<file path="config.mk">
export PLATFORM = sky130hd
export DESIGN_NAME = sprite_line_renderer_flat
export DESIGN_NICKNAME = d
export VERILOG_FILES = /design/src/rtl/sprite_line_renderer_if.sv /design/src/rtl/sprite_line_renderer.sv /design/src/flat_wrapper.sv
export SDC_FILE = /design/constraint.sdc
export NUM_CORES = 1
export LEC_CHECK = 0
export ABC_AREA = 1
export BUFFER_PORTS_ARGS = -buffer_cell sky130_fd_sc_hd__buf_2
export CAP_MARGIN = 40
export CORE_ASPECT_RATIO = 1.25
export CORE_MARGIN = 4
export CORE_UTILIZATION = 25
export DETAILED_ROUTE_END_ITERATION = 10
export MAX_ROUTING_LAYER = met4
export SLEW_MARGIN = 10
export SYNTH_ARGS = -nofsm -noshare
export SYNTH_HDL_FRONTEND = slang
export SYNTH_SLANG_ARGS = --single-unit
</file>
<file path="constraint.sdc">
create_clock -name clk -period 2.4 [get_ports clk]
set_clock_uncertainty 0.15 [all_clocks]
set_input_delay 0.12 -clock clk [delete_from_list [all_inputs] [get_ports clk]]
set_output_delay 0.12 -clock clk [all_outputs]
set_load 0.01 [all_outputs]
</file>
<file path="src/rtl/sprite_line_renderer_if.sv">
// Sprite bitmap ROM bus.
// The renderer (master) drives a row address. The ROM (slave) returns that
// row's bits on rom_data one clock later, as a synchronous read.
// There is no valid/ready handshake: the fixed one-cycle read latency is the
// whole contract, and the renderer samples rom_data exactly one cycle after
// presenting rom_addr.
//   rom_addr  master->slave  $clog2(HEIGHT)  bitmap row address
//   rom_data  slave->master  WIDTH           row bits, bit WIDTH-1 = leftmost
interface sprite_line_renderer_if #(
  parameter int WIDTH  = 16,
  parameter int HEIGHT = 16
) ();
  logic [$clog2(HEIGHT)-1:0] rom_addr;
  logic [WIDTH-1:0]          rom_data;

  modport master (output rom_addr, input rom_data);
  modport slave  (input rom_addr, output rom_data);
endinterface

</file>
<file path="src/rtl/sprite_line_renderer.sv">
// Single-sprite line renderer.
// A rising edge on hsync causes one bitmap row to be fetched into a line
// buffer. That row is the one the *next* scanline needs. When the beam then
// reaches sprite_x, the row is shifted out as a pixel mask. The renderer
// supports horizontal flip, vertical flip and 2x scaling.
// Ports:
//   clk, reset          pixel clock, synchronous active-high reset
//   hpos, vpos          beam position
//   hsync               horizontal sync (rising edge starts a line fetch)
//   sprite_x, sprite_y  sprite top-left corner in beam coordinates
//   hflip, vflip        mirror columns / rows
//   scale2              1 = each pixel and row is drawn twice
//   rom                 bitmap ROM bus (master side)
//   gfx                 registered: sprite pixel is opaque
//   active              registered: draw window is open
//   dbg_state           current FSM state (IDLE=0 FETCH=1 LOAD=2 WAIT_X=3 DRAW=4)
module sprite_line_renderer #(
  parameter int WIDTH  = 16,
  parameter int HEIGHT = 16,
  parameter int POSW   = 9
) (
  input  logic                  clk,
  input  logic                  reset,
  input  logic [POSW-1:0]       hpos,
  input  logic [POSW-1:0]       vpos,
  input  logic                  hsync,
  input  logic [POSW-1:0]       sprite_x,
  input  logic [POSW-1:0]       sprite_y,
  input  logic                  hflip,
  input  logic                  vflip,
  input  logic                  scale2,
  sprite_line_renderer_if.master rom,
  output logic                  gfx,
  output logic                  active,
  output logic [2:0]            dbg_state
);
  localparam int AW = $clog2(HEIGHT);
  localparam int XW = $clog2(WIDTH);
  localparam int CW = XW + 1;

  localparam logic [POSW:0]   LIM1     = (POSW+1)'(HEIGHT);
  localparam logic [POSW:0]   LIM2     = (POSW+1)'(2 * HEIGHT);
  localparam logic [CW-1:0]   SPAN1    = CW'(WIDTH - 1);
  localparam logic [CW-1:0]   SPAN2    = CW'(2 * WIDTH - 1);
  localparam logic [XW-1:0]   PTR_TOP  = XW'(WIDTH - 1);
  localparam logic [XW-1:0]   PTR_NEXT = XW'(WIDTH - 2);

  typedef enum logic [2:0] {
    S_IDLE   = 3'd0,
    S_FETCH  = 3'd1,
    S_LOAD   = 3'd2,
    S_WAIT_X = 3'd3,
    S_DRAW   = 3'd4
  } state_t;

  state_t state, next_state;

  logic             hsync_q;
  logic             hs_rise;
  logic [POSW-1:0]  dy;
  logic             in_range;
  logic [AW-1:0]    row_sel;
  logic [POSW-1:0]  x_q;
  logic             hflip_q;
  logic             scale_q;
  logic [WIDTH-1:0] line_buf;
  logic [WIDTH-1:0] rom_rev;
  logic [CW-1:0]    cnt;
  logic [XW-1:0]    ptr;
  logic             half;
  logic             x_hit;
  logic             gfx_d;
  logic             active_d;

  assign hs_rise   = hsync & ~hsync_q;
  assign x_hit     = (hpos == x_q);
  assign dbg_state = state;

  // Vertical selection targets the scanline after the one in progress.
  // dy wraps modulo 2^POSW, so a sprite straddling line 0 still matches.
  always_comb begin
    dy       = vpos + POSW'(1) - sprite_y;
    in_range = ({1'b0, dy} < (scale2 ? LIM2 : LIM1));
    row_sel  = AW'(scale2 ? (dy >> 1) : dy);
    // HEIGHT is a power of two, so HEIGHT-1-row is just the bit inverse.
    if (vflip) row_sel = ~row_sel;
  end

  always_comb begin
    for (int i = 0; i < WIDTH; i++) rom_rev[i] = rom.rom_data[WIDTH-1-i];
  end

  always_ff @(posedge clk) begin
    if (reset) state <= S_IDLE;
    else       state <= next_state;
  end

  // Next state plus the pixel that will be registered onto gfx/active.
  // The first pixel is emitted from the WAIT_X match cycle. This gives
  // column k at hpos == sprite_x + k + 1.
  always_comb begin
    next_state = state;
    gfx_d      = 1'b0;
    active_d   = 1'b0;
    if (hs_rise) begin
      next_state = in_range ? S_FETCH : S_IDLE;
    end else begin
      case (state)
        S_FETCH:  next_state = S_LOAD;
        S_LOAD:   next_state = S_WAIT_X;
        S_WAIT_X: begin
          if (x_hit) begin
            next_state = S_DRAW;
            gfx_d      = line_buf[WIDTH-1];
            active_d   = 1'b1;
          end
        end
        S_DRAW: begin
          if (cnt == '0) begin
            next_state = S_IDLE;
          end else begin
            gfx_d    = line_buf[ptr];
            active_d = 1'b1;
          end
        end
        default: next_state = S_IDLE;
      endcase
    end
  end

  always_ff @(posedge clk) begin
    if (reset) begin
      hsync_q      <= 1'b0;
      x_q          <= '0;
      hflip_q      <= 1'b0;
      scale_q      <= 1'b0;
      rom.rom_addr <= '0;
      line_buf     <= '0;
      cnt          <= '0;
      ptr          <= '0;
      half         <= 1'b0;
      gfx          <= 1'b0;
      active       <= 1'b0;
    end else begin
      hsync_q <= hsync;
      gfx     <= gfx_d;
      active  <= active_d;
      if (hs_rise) begin
        x_q     <= sprite_x;
        hflip_q <= hflip;
        scale_q <= scale2;
        if (in_range) rom.rom_addr <= row_sel;
        else          line_buf     <= '0;
      end else begin
        case (state)
          S_LOAD: line_buf <= hflip_q ? rom_rev : rom.rom_data;
          S_WAIT_X: begin
            if (x_hit) begin
              // Column 0 goes out this cycle. ptr names the buffer bit for
              // the next DRAW cycle, which at 2x is column 0 again.
              cnt  <= scale_q ? SPAN2 : SPAN1;
              ptr  <= scale_q ? PTR_TOP : PTR_NEXT;
              half <= 1'b1;
            end
          end
          S_DRAW: begin
            if (cnt != '0) begin
              cnt <= cnt - CW'(1);
              if (!scale_q || half) ptr <= ptr - XW'(1);
              half <= ~half;
            end
          end
          default: ;
        endcase
      end
    end
  end
endmodule

</file>
<file path="src/flat_wrapper.sv">
// flat-port wrapper written by rule: the top's interface ports become plain ports
module sprite_line_renderer_flat 
#(
  parameter int WIDTH  = 16,
  parameter int HEIGHT = 16,
  parameter int POSW   = 9
)
  (clk, reset, hpos, vpos, hsync, sprite_x, sprite_y, hflip, vflip, scale2, gfx, active, dbg_state, rom_rom_addr, rom_rom_data);
  sprite_line_renderer_if #(.WIDTH(WIDTH), .HEIGHT(HEIGHT)) rom_i ();
  input  logic clk;
  input  logic reset;
  input  logic [POSW-1:0] hpos;
  input  logic [POSW-1:0] vpos;
  input  logic hsync;
  input  logic [POSW-1:0] sprite_x;
  input  logic [POSW-1:0] sprite_y;
  input  logic hflip;
  input  logic vflip;
  input  logic scale2;
  output logic gfx;
  output logic active;
  output logic [2:0] dbg_state;
  output wire logic [$bits(rom_i.rom_addr)-1:0] rom_rom_addr;
  input wire logic [$bits(rom_i.rom_data)-1:0] rom_rom_data;
  assign rom_rom_addr = rom_i.rom_addr;
  assign rom_i.rom_data = rom_rom_data;
  sprite_line_renderer #(.WIDTH(WIDTH), .HEIGHT(HEIGHT), .POSW(POSW)) u_core (.clk(clk), .reset(reset), .hpos(hpos), .vpos(vpos), .hsync(hsync), .sprite_x(sprite_x), .sprite_y(sprite_y), .hflip(hflip), .vflip(vflip), .scale2(scale2), .rom(rom_i), .gfx(gfx), .active(active), .dbg_state(dbg_state));
endmodule
</file>
# Word-level counts from Yosys, hierarchy flattened
# Cells that the tools add are included.
# word_totals
in_bits,58
register_bits,47
elab_cells,78
out_inout_bits,9
# op_classes
n_mux,32
add_sub_neg,4
n_lt_le_gt_ge,2
bitwise,5
eq_ne,11
reduce_logical,12
# ops
op,n
$mux 16,4
$mux 4,5
$mux 5,3
$pmux 3 s4,1
$pmux 5 s2,1
$add 9x1->9 const B,1
$eq 9x9->1,1
$lt 9x6->1,1
$mux 1,9
$mux 3,3
$sub 9x9->9,1
$pmux 4 s2,1
$eq 3x2->1 const B,2
$mux 6,1
$ne 2x1->1 const B,3
$ne 3x1->1 const B,2
$pmux 1 s2,3
$reduce_and 2->1,3
$logic_not 5->1,1
$lt 4x5->1 const B,1
$reduce_and 5->1,1
$reduce_bool 5->1,1
$sub 5x1->5 const B,1
$bmux 1 s4,1
12 further kinds,15

# Depth between registers and ports, before layout
# Gate-level depths: netlist of the first run.
# logic_depth
depth_word,5
ltp_mapped,19
mapped_depth_nobuf,19

# Worst setup path after synthesis of the first run
# Ideal clock, no wire load.
# synth_path
path_kind,input-to-reg
start,input port vpos[1]
end,register u_core.line_buf[11]
required_ns,2.135
path_buffers,1
setup_time_ns,0.115
arrival_time_ns,2.302
path_slack_ns,-0.167
stages,19
path_cell_list,inv_1 > ha_1 > inv_1 > ha_1 > inv_1 > fa_1 > inv_1 > a31oi_1 > xnor2_1 > ha_1 > nand2_1 > inv_1 > nor2_2 > nand2_2 > nand2_4 > buf_6 > nand3b_1 > nand2_1 > nor2_1
# synth_via
elab_chain_cells,5
# synth_lines
item,line,rtl
from (decl),flat_wrapper.sv:13,input logic [POSW-1:0] vpos;
$add 9x1->9,sprite_line_renderer.sv:82,dy = vpos + POSW'(1) - sprite_y;
$sub 9x9->9,sprite_line_renderer.sv:82,
$lt 9x6->1,sprite_line_renderer.sv:83,"in_range = ({1'b0, dy} < (scale2 ? LIM2 : LIM1));"
$ne 2x2->1 (no source line),n/a,
$reduce_and 2->1 (no source line),n/a,
to (signal assigned),sprite_line_renderer.sv:156,S_LOAD: line_buf <= hflip_q ? rom_rev : rom.rom_data;
to (decl),sprite_line_renderer.sv:66,logic [WIDTH-1:0] line_buf;
# Every way passes these cells.
# A chain may end at the register's enable or synchronous reset.

# Worst setup path in the final report of the first run
# layout_path
start,input port sprite_y[1]
end,register u_core.line_buf[0]
# layout_via
elab_chain_cells,4
# layout_lines
item,line,rtl
from (decl),flat_wrapper.sv:16,input logic [POSW-1:0] sprite_y;
$sub 9x9->9,sprite_line_renderer.sv:82,
$lt 9x6->1,sprite_line_renderer.sv:83,
$ne 2x2->1 (no source line),n/a,
$reduce_and 2->1 (no source line),n/a,
# Every way passes these cells.

==> results of run 1 <==
## flip-flops by register name (all words and copies together) (netlist names)
signal,flops
u_core.active,1
u_core.ptr,4
u_core.gfx,1
u_core.hflip_q,1
u_core.dbg_state,3
u_core.rom.rom_addr,4
u_core.scale_q,1
u_core.x_q,9
u_core.half,1
u_core.cnt,5
u_core.line_buf,16
u_core.hsync_q,1
## synth_stat cells, drive strengths merged
master / number
nand3: 25
a211oi: 6
or2: 3
buf: 7
o22ai: 2
nor3: 1
inv: 68
o211ai: 10
clkinv: 2
o221ai: 1
nor3b: 1
a21oi: 32
a31oi: 2
xnor2: 8
fa: 1
clkbuf: 9
ha: 18
o2111ai: 1
nand2: 118
o21ai: 31
nand3b: 6
xor2: 6
dfxtp: 47
nand4: 3
nor2: 52
## routing by layer
metal	wire, um	part of all wire [%]	vias to the layer above
met5	0	0	-
met3	334	4.5	6
li1	-	-	1653
met4	63	0.84	0
met2	3650	49	66
met1	3410	46	1373
## power by group through the flow
stage / combinational, W / sequential, W / clock (W)
after CTS: 0.000493 / 0.000831 / 0.000855
after global placement: 0.000459 / 0.000848 / 0
final: 0.000513 / 0.000832 / 0.000826
after detailed placement: 0.000469 / 0.000849 / 0
after global routing: 0.000591 / 0.000836 / 0.000884
after floorplan: 0.000333 / 0.000846 / 0
## metrics by stage
stage / setup slack, ns / instance area [um2] / util (%)
final: 0.119 / 4070 / 34.3
after global routing: -0.0589 / 4070 / 34.3
after CTS: 0.0360 / 3990 / 33.7
after detailed placement: -0.256 / 3650 / 30.8
after global placement: -0.224 / 3650 / 30.8
after floorplan: -0.0263 / 3100 / -
## cell type report
class / instances / area (um2)
multi-input cells: 327 / 1840
flip-flops and latches: 47 / 941
well taps: 161 / 201
clock buffers: 6 / 139
fillers: 1295 / 7770
clock inverters: 2 / 38.8
repair buffers: 99 / 634
inverters: 70 / 268
## worst max-delay path, cell delays in order
cell,delay [ns]
buf_6,0.10
ha_4,0.22
inv_2,0.06
ha_4,0.12
inv_2,0.03
fa_2,0.34
inv_2,0.08
a31oi_2,0.08
xnor2_1,0.13
ha_1,0.27
nand2_1,0.06
inv_1,0.04
nor2_2,0.12
nand2_2,0.08
nand2_4,0.12
nand2_4,0.09
nor2_8,0.18
nand2_1,0.07
nand2_1,0.06
## cell families after synthesis
logic type	count (synthesis)
xor+xnor	14
buf+inv	86
fa+ha+maj	19
flops	47
simple gates	209
compound gates	85
## worst paths after layout
path	from	depth (start not counted)	slack, ns	end
worst min register to register	u_core.line_buf[1]	2	0.30	u_core.line_buf[1]
worst min-delay path	vflip	4	0.01	u_core.rom.rom_addr[0]
worst max register to register	u_core.cnt[0]	12	0.26	u_core.cnt[4]
worst max-delay path	sprite_y[1]	19	0.12	u_core.line_buf[0]
## what timing repair did
action                                  CTS  global route
buffers inserted                          0             4
endpoints found under the hold margin    19             0
hold buffers                             16             0
resized for setup                         0            12
endpoints found under the setup margin    0            21
==> out/qor.txt, run 1 <==
status -> finished clean
FMAX -> 438 MHz
initial antenna violation count -> 0
Hold WS -> 0.0147 ns
Cells after Synth -> 460
Hold Crit Class -> primary input to flop
clk_lat worst skew -> 0.29 ns
CP endpoint kind -> flop
final setup vio count -> 0
CTS clk-pin slew, worst paths -> 0.07 ns
# diodes -> 0
relative slew slack -> 59.8%
GRT Total Usage -> 11.1%
Seq/Total Area, Yosys -> 30.7%
largest net degree at the start of global routing -> 22
period utilization -> 95.0%
Port Buffer Count -> 66
GP Congestion -> 0.784
Synth Area in XOR/XNOR -> 4.00%
Max Cap Viol -> 0
Chip Width -> 107 um
die height -> 132 um
Net Sw Frac -> 27.4%
Synth Area in Simple Gates -> 30.2%
vias in the first global route -> 3,157
Avg Inst Size Synth -> 6.67 um2
CP Max Fanout -> 8
Max clock buf depth -> 2
Syn-to-layout area delta -> 32.6%
Compound-Gate Fraction of Synth Area -> 15.9%
WS Path Type -> primary input to flop
first-pass GRT wire length -> 13,200 um
total CTS buffers -> 5
Clock power frac -> 38.1%
Post-Syn Area -> 3070 um2
CP required -> 2.48 ns
endpoints failing hold -> 0
switching power total -> 0.000594 W
first drt pass iteration count -> 4
met1 GRT Util -> 13.1%
initial core utilization -> 25.9%
RSZ-0062 raised after global routing -> true
fin crit period -> 2.28 ns
commonest non-fill, non-tap cell in the layout -> nand2_1
Yosys reg bits -> 47
top cell type's share of synthesized area -> 30.7%
row count -> 44
H-tree lvl count -> 2
post-synth top area cell -> dfxtp_1
number of I/O pins -> 67
placed cell count -> 684
worst vdd ir -> 318 uV
Yosys cell types -> 37
Pwr Total -> 0.00217 W
layout cells sized above 1 -> 22.1%
DR WL/cell -> 10.5 um
routed vias -> 3,098
ANT nets after route -> 0
Setup crit start kind -> primary input
syn nets -> 537
via/cell ratio -> 4.35
GR Overflow Total -> 0
pwr/cell area -> 534 nW/um2
LEAKAGE -> 1.98 nW
most frequent cells in the layout -> 110 x nand2_1, 64 x inv_1, 64 x buf_2
Logic pwr share -> 23.6%
die area -> 14,100 um2
Root Driver -> clkbuf_16
Clock Sinks -> 47
met2 Track Usage GR -> 19.8%
starting DRC count in detailed routing -> 147
CTS tree -> built
Sequential Power Share -> 38.3%
Final Non-Filler Cells -> 712
total number of yosys warnings -> 0
adder-cell share of the synthesized area -> 8.00%
detailed placement HPWL -> 5770 um
Slew Limit Fails -> 0
Remaining DRCs -> 0
TNS Setup -> 0 ns
global route hottest layer -> met2
Worst-Margin Slew -> 0.603 ns
Internal -> 0.00158 W
largest family of logic cells by synthesized area -> simple AND/OR/NAND/NOR gates
arrival time worst endpoint -> 2.36 ns
core area -> 11,800 um2
met3 Use GR -> 1.86%
Total Nets Final -> 627
routed wire length -> 7460 um
multiplexer share of the synthesized area -> 0%
Synth area leaders -> dfxtp_1 31%, nand2_1 14%, inv_1 8.3%, ha_1 7.3%, nor2_1 5.8%
Note: power is estimated with default switching activity, not from simulation.
==> inputs of run 2 (changes only) <==
Settings changed: REMOVE_ABC_BUFFERS from default to 1.
==> run 2 against run 1 <==
  * Non-clock buffer count stayed put
  * Total power is 1.3% lower
  * Global-route usage is 0.62 points higher
  * Design area is 0.34% lower
  * Critical path type unchanged
  * Critical endpoint is now u_core.line_buf[7]
==> out/qor.txt, run 2 (synthesis results as in run 1) <==
Internal -> 0.00154 W
starting DRC count in detailed routing -> 110
relative slew slack -> 59.8%
Net Sw Frac -> 28.1%
Logic pwr share -> 24.3%
TNS Setup -> 0 ns
DR WL/cell -> 11.3 um
worst slack, placed -> -0.392 ns
Max clock buf depth -> 2
worst path bufs/invs -> 5
Crit-path slowest cell -> fa_2
Slew Limit Fails -> 0
final core occ -> 34.2%
# diodes -> 0
Chip Width -> 107 um
commonest non-fill, non-tap cell in the layout -> nand2_1
ANT nets after route -> 0
max reg flops -> 16
routed vias -> 3,128
total CTS buffers -> 5
RSZ-0062 raised after global routing -> true
placed cell count -> 685
Setup WS post-layout -> 0.109 ns
GR Overflow Total -> 0
Max Cap Viol -> 0
endpoints failing hold -> 0
CTS clk-pin slew, worst paths -> 0.07 ns
first drt pass iteration count -> 4
H-tree lvl count -> 2
LEAKAGE -> 1.98 nW
pwr/cell area -> 529 nW/um2
GP Congestion -> 0.852
GRT Total Usage -> 11.7%
status -> finished clean
initial core utilization -> 25.9%
most frequent cells in the layout -> 112 x nand2_1, 64 x inv_1, 64 x buf_2
Clock power frac -> 36.8%
FMAX -> 436 MHz
routed wire length -> 8040 um
worst vdd ir -> 253 uV
final setup vio count -> 0
largest net degree at the start of global routing -> 21
clk_lat worst skew -> 0.29 ns
first-pass GRT wire length -> 13,300 um
CP Max Fanout -> 8
register bank with the most flops -> u_core.line_buf
slowest stage delay, CP -> 0.36 ns
via/cell ratio -> 4.40
kind of cell adding the most delay to the critical path -> adder cells
biggest regs -> u_core.line_buf: 16 flops, u_core.x_q: 9 flops, u_core.cnt: 5 flops
Setup crit start kind -> primary input
worst-path cell chain -> buf_6 -> ha_4 -> inv_2 -> ha_4 -> inv_2 -> fa_2 -> inv_2 -> a31oi_4 -> xnor2_2 -> ha_1 -> nand2_1 -> inv_1 -> nor2_2 -> nand2_2 -> nand2_4 -> nand2_4 -> nor2_8 -> nand2_1 -> nand2_1
die area -> 14,100 um2
initial antenna violation count -> 0
fin crit period -> 2.29 ns
layout cells sized above 1 -> 21.5%
Filler cells -> 1,263
CP required -> 2.48 ns
number of I/O pins -> 67
Remaining DRCs -> 0
Total Nets Final -> 627
period utilization -> 95.5%
switching power total -> 0.000603 W
Root Driver -> clkbuf_16
die height -> 132 um
Hold Crit Class -> primary input to flop
WS Path Type -> primary input to flop
detailed placement HPWL -> 6220 um
row count -> 44
Sequential Power Share -> 38.9%
arrival time worst endpoint -> 2.37 ns
Clock Sinks -> 47
Syn-to-layout area delta -> 32.1%
Worst-Margin Slew -> 0.602 ns
CTS tree -> built
Final Non-Filler Cells -> 711
CP endpoint kind -> flop
Port Buffer Count -> 66
core area -> 11,800 um2
vias in the first global route -> 3,057
==> run 2: per-stage QoR <==
step / hold WS, ns / power (W) / instance area (um2)
2_1_floorplan: 0.0391 / 0.00115 / 2990
3_3_place_gp: 0.194 / 0.00130 / 3620
3_5_place_dp: 0.198 / 0.00131 / 3620
4_1_cts: 0.0200 / 0.00215 / 4010
5_1_grt: 0.0395 / 0.00227 / 4050
6_report: 0.0209 / 0.00214 / 4050
==> run 2: area by class of cell <==
class	count	area, um2	share of cell area (%)
Multi-Input combinational cell	327	1850	45.6
Sequential cell	47	941	23.2
Timing Repair Buffer	99	634	15.7
Inverter	70	265	6.55
Tap cell	161	201	4.97
Clock buffer	5	125	3.09
Clock inverter	2	37.5	0.926
==> run 2: worst reg2reg max path: stages (launching register included) <==
cell,delay (ns)
dfxtp_1,0.33
inv_1,0.06
ha_1,0.18
nor3b_2,0.16
inv_1,0.06
or2_1,0.24
nand2_1,0.07
inv_1,0.05
nand2_1,0.07
nand2_1,0.25
inv_1,0.23
nand2_1,0.08
a21oi_1,0.13
==> run 2: timing repair <==
item	CTS	global route
hold endpoints to repair	20	0
pin swaps	11	6
buffers inserted	1	2
hold buffers	16	0
setup endpoints to repair	16	21
resized for setup	13	4
==> run 2: power by group through the flow <==
stage	Combinational (W)	Clock [W]	Sequential [W]
6_report	0.000520	0.000789	0.000833
5_1_grt	0.000591	0.000839	0.000836
4_1_cts	0.000506	0.000814	0.000832
3_5_place_dp	0.000463	0	0.000850
3_3_place_gp	0.000455	0	0.000849
2_1_floorplan	0.000303	0	0.000850
==> run 2: path summary, 6_finish.rpt <==
kind / start / endpoint / slack, ns / depth (start not counted)
max: sprite_y[1] / u_core.line_buf[7] / 0.11 / 19
min: rom_rom_data[1] / u_core.line_buf[14] / 0.02 / 5
max reg2reg: u_core.cnt[0] / u_core.cnt[3] / 0.28 / 12
min reg2reg: u_core.line_buf[2] / u_core.line_buf[2] / 0.30 / 2
==> run 2: metal layers <==
metal | wire, um | global-route usage (%) | vias to the layer above
li1 | - | - | 1645
met1 | 3420 | 13.1 | 1409
met2 | 4090 | 20.4 | 60
met3 | 340 | 2.35 | 14
met4 | 181 | 4.48 | 0
met5 | 0 | - | -
==> inputs of run 3 (changes only) <==
Settings changed: PLACE_DENSITY from default to 0.41.
==> run 3 against run 2 <==
  * Routed wire length increased by 1.3%
  * Highest routed layer unchanged
  * Clock power down 13%
  * Largest power group unchanged
  * Flip-flop and latch count unchanged
  * Critical path type unchanged
  * Sequential share of layout area down 0.050 points
  * Critical path depth increased by 1
  * First-iteration DRC count increased by 15%
  * Total power down 4.7%
  * Combinational power rose by 1%
  * Critical endpoint is now u_core.line_buf[14]
  * Non-clock buffer count grew 4
  * Global-route usage increased by 0.78 points
  * Die area unchanged
==> out/qor.txt, run 3 (synthesis results as in run 1) <==
Multi-input gate area -> 1850 um2
starting DRC count in detailed routing -> 127
first-pass GRT wire length -> 14,000 um
initial antenna violation count -> 0
Worst-Margin Slew -> 0.666 ns
Remaining DRCs -> 0
arrival time worst endpoint -> 2.36 ns
Sequential Power Share -> 40.7%
CP Max Fanout -> 8
Filler cells -> 1,316
DR WL/cell -> 11.4 um
post-route design area -> 4060 um2
LEAKAGE -> 1.99 nW
WS Path Type -> primary input to flop
GP Congestion -> 0.794
layout cells sized above 1 -> 22.5%
startpoint of the worst hold path -> rom_rom_data[7]
row count -> 44
Final Non-Filler Cells -> 716
GR Overflow Total -> 0
detailed placement HPWL -> 6220 um
Worst Reg-to-Reg Cells -> 12
CP endpoint kind -> flop
initial core utilization -> 25.9%
core area -> 11,800 um2
setup slack, reg-to-reg -> 0.30 ns
switching power total -> 0.000602 W
most frequent cells in the layout -> 109 x nand2_1, 64 x inv_1, 64 x buf_2
placed inst area -> 3640 um2
Max clock buf depth -> 2
worst slack, placed -> -0.383 ns
slowest stage delay, CP -> 0.36 ns
Slew Limit Fails -> 0
Clock power frac -> 33.5%
# diodes -> 0
Hold Crit Class -> primary input to flop
Net Sw Frac -> 29.5%
Total Nets Final -> 631
CTS clk-pin slew, worst paths -> 0.07 ns
via/cell ratio -> 4.31
Chip Width -> 107 um
biggest regs -> u_core.line_buf: 16 flops, u_core.x_q: 9 flops, u_core.cnt: 5 flops
relative slew slack -> 55.6%
register bank with the most flops -> u_core.line_buf
reg2reg end -> u_core.ptr[0]
largest net degree at the start of global routing -> 22
period utilization -> 95.1%
Crit-path slowest cell -> fa_2
Internal -> 0.00144 W
clk_lat worst skew -> 0.29 ns
total area of sequential cells -> 941 um2
Syn-to-layout area delta -> 32.4%
total CTS buffers -> 5
Hold Path Depth -> 5
Clock Sinks -> 47
worst vdd ir -> 283 uV
CP required -> 2.48 ns
die height -> 132 um
status -> finished clean
Port Buffer Count -> 66
fin crit period -> 2.28 ns
first drt pass iteration count -> 4
commonest non-fill, non-tap cell in the layout -> nand2_1
Root Driver -> clkbuf_16
worst-path cell chain -> buf_6 -> inv_4 -> ha_4 -> inv_4 -> ha_4 -> inv_4 -> fa_2 -> inv_2 -> a31oi_4 -> xnor2_1 -> ha_1 -> nand2_1 -> inv_1 -> nor2_2 -> nand2_2 -> nand2_4 -> nand2_4 -> nor2_8 -> nand2_1 -> nand2_1
vias in the first global route -> 3,076
kind of cell adding the most delay to the critical path -> adder cells
final setup vio count -> 0
RSZ-0062 raised after global routing -> true
routed wire length -> 8140 um
H-tree lvl count -> 2
number of I/O pins -> 67
die area -> 14,100 um2
ANT nets after route -> 0
max reg flops -> 16
worst path bufs/invs -> 6
placed cell count -> 687
Reg-to-Reg Start -> u_core.cnt[0]
Setup crit start kind -> primary input
routed vias -> 3,084
endpoints failing hold -> 0
Logic pwr share -> 25.7%
pwr/cell area -> 503 nW/um2
Min-Delay Endpoint -> u_core.line_buf[8]
FMAX -> 438 MHz
GRT Total Usage -> 12.5%
Setup WS post-layout -> 0.118 ns
Max Cap Viol -> 0
Hold WS -> 0.00641 ns
CTS tree -> built
==> run 3: cell types whose count changed in the layout (fill, tap and decap cells not counted), sizes merged <==
cell,before,now
buf,83,87
clkinv,2,5
clkinvlp,1,0
bufinv,1,0
==> run 3: how the worst max path moves through the flow <==
stage | cells past startpoint | startpoint | endpoint | slack (ns)
6_report | 20 | vpos[1] | u_core.line_buf[14] | 0.12
5_1_grt | 20 | vpos[1] | u_core.line_buf[2] | -0.06
4_1_cts | 19 | sprite_y[1] | u_core.line_buf[0] | 0.02
3_5_place_dp | 20 | vpos[1] | u_core.line_buf[0] | -0.38
3_3_place_gp | 20 | vpos[1] | u_core.line_buf[1] | -0.34
2_1_floorplan | 19 | vpos[1] | u_core.line_buf[0] | -0.19
==> run 3: through the flow <==
step	setup TNS [ns]	util (%)	total power (W)
2_1_floorplan	-2.72	-	0.00115
3_3_place_gp	-6.13	30.7	0.00132
3_5_place_dp	-6.94	30.7	0.00132
4_1_cts	0	33.8	0.00206
5_1_grt	-0.363	34.3	0.00217
6_report	0	34.3	0.00204
==> run 3: cell type report <==
class	count	share of cell area, %
Tap cell	161	4.96
Multi-Input combinational cell	327	45.5
Clock buffer	5	3.08
Timing Repair Buffer	103	16.3
Clock inverter	3	0.370
Sequential cell	47	23.2
Inverter	70	6.66
==> run 3: what timing repair did <==
action | CTS | global route
hold buffers | 16 | 0
gates resized for setup | 9 | 12
gates cloned | 0 | 0
buffers inserted | 4 | 1
pin swaps | 12 | 9
hold endpoints to repair | 19 | 0
setup endpoints to repair | 14 | 21
==> run 3: worst min-delay path, delay by kind of cell <==
family,cells,cell delay [ns]
AOI/OAI and AO/OA,1,0.08
buffers and inverters,2,0.11
and+or+nand+nor,2,0.11
==> run 3: power groups by stage <==
stage	sequential (W)	combinational [W]	clock [W]
after floorplan	0.000850	0.000303	0
after global placement	0.000849	0.000469	0
after detailed placement	0.000849	0.000472	0
after CTS	0.000832	0.000516	0.000712
after global routing	0.000835	0.000604	0.000733
final	0.000832	0.000525	0.000685
==> run 3: metal layers <==
metal / up-vias / global-route usage, % / share of wire (%)
li1: 1663 / - / -
met1: 1356 / 14.8 / 45
met2: 56 / 21.5 / 49
met3: 9 / 2.11 / 3.7
met4: 0 / 3.84 / 1.6
met5: - / - / 0
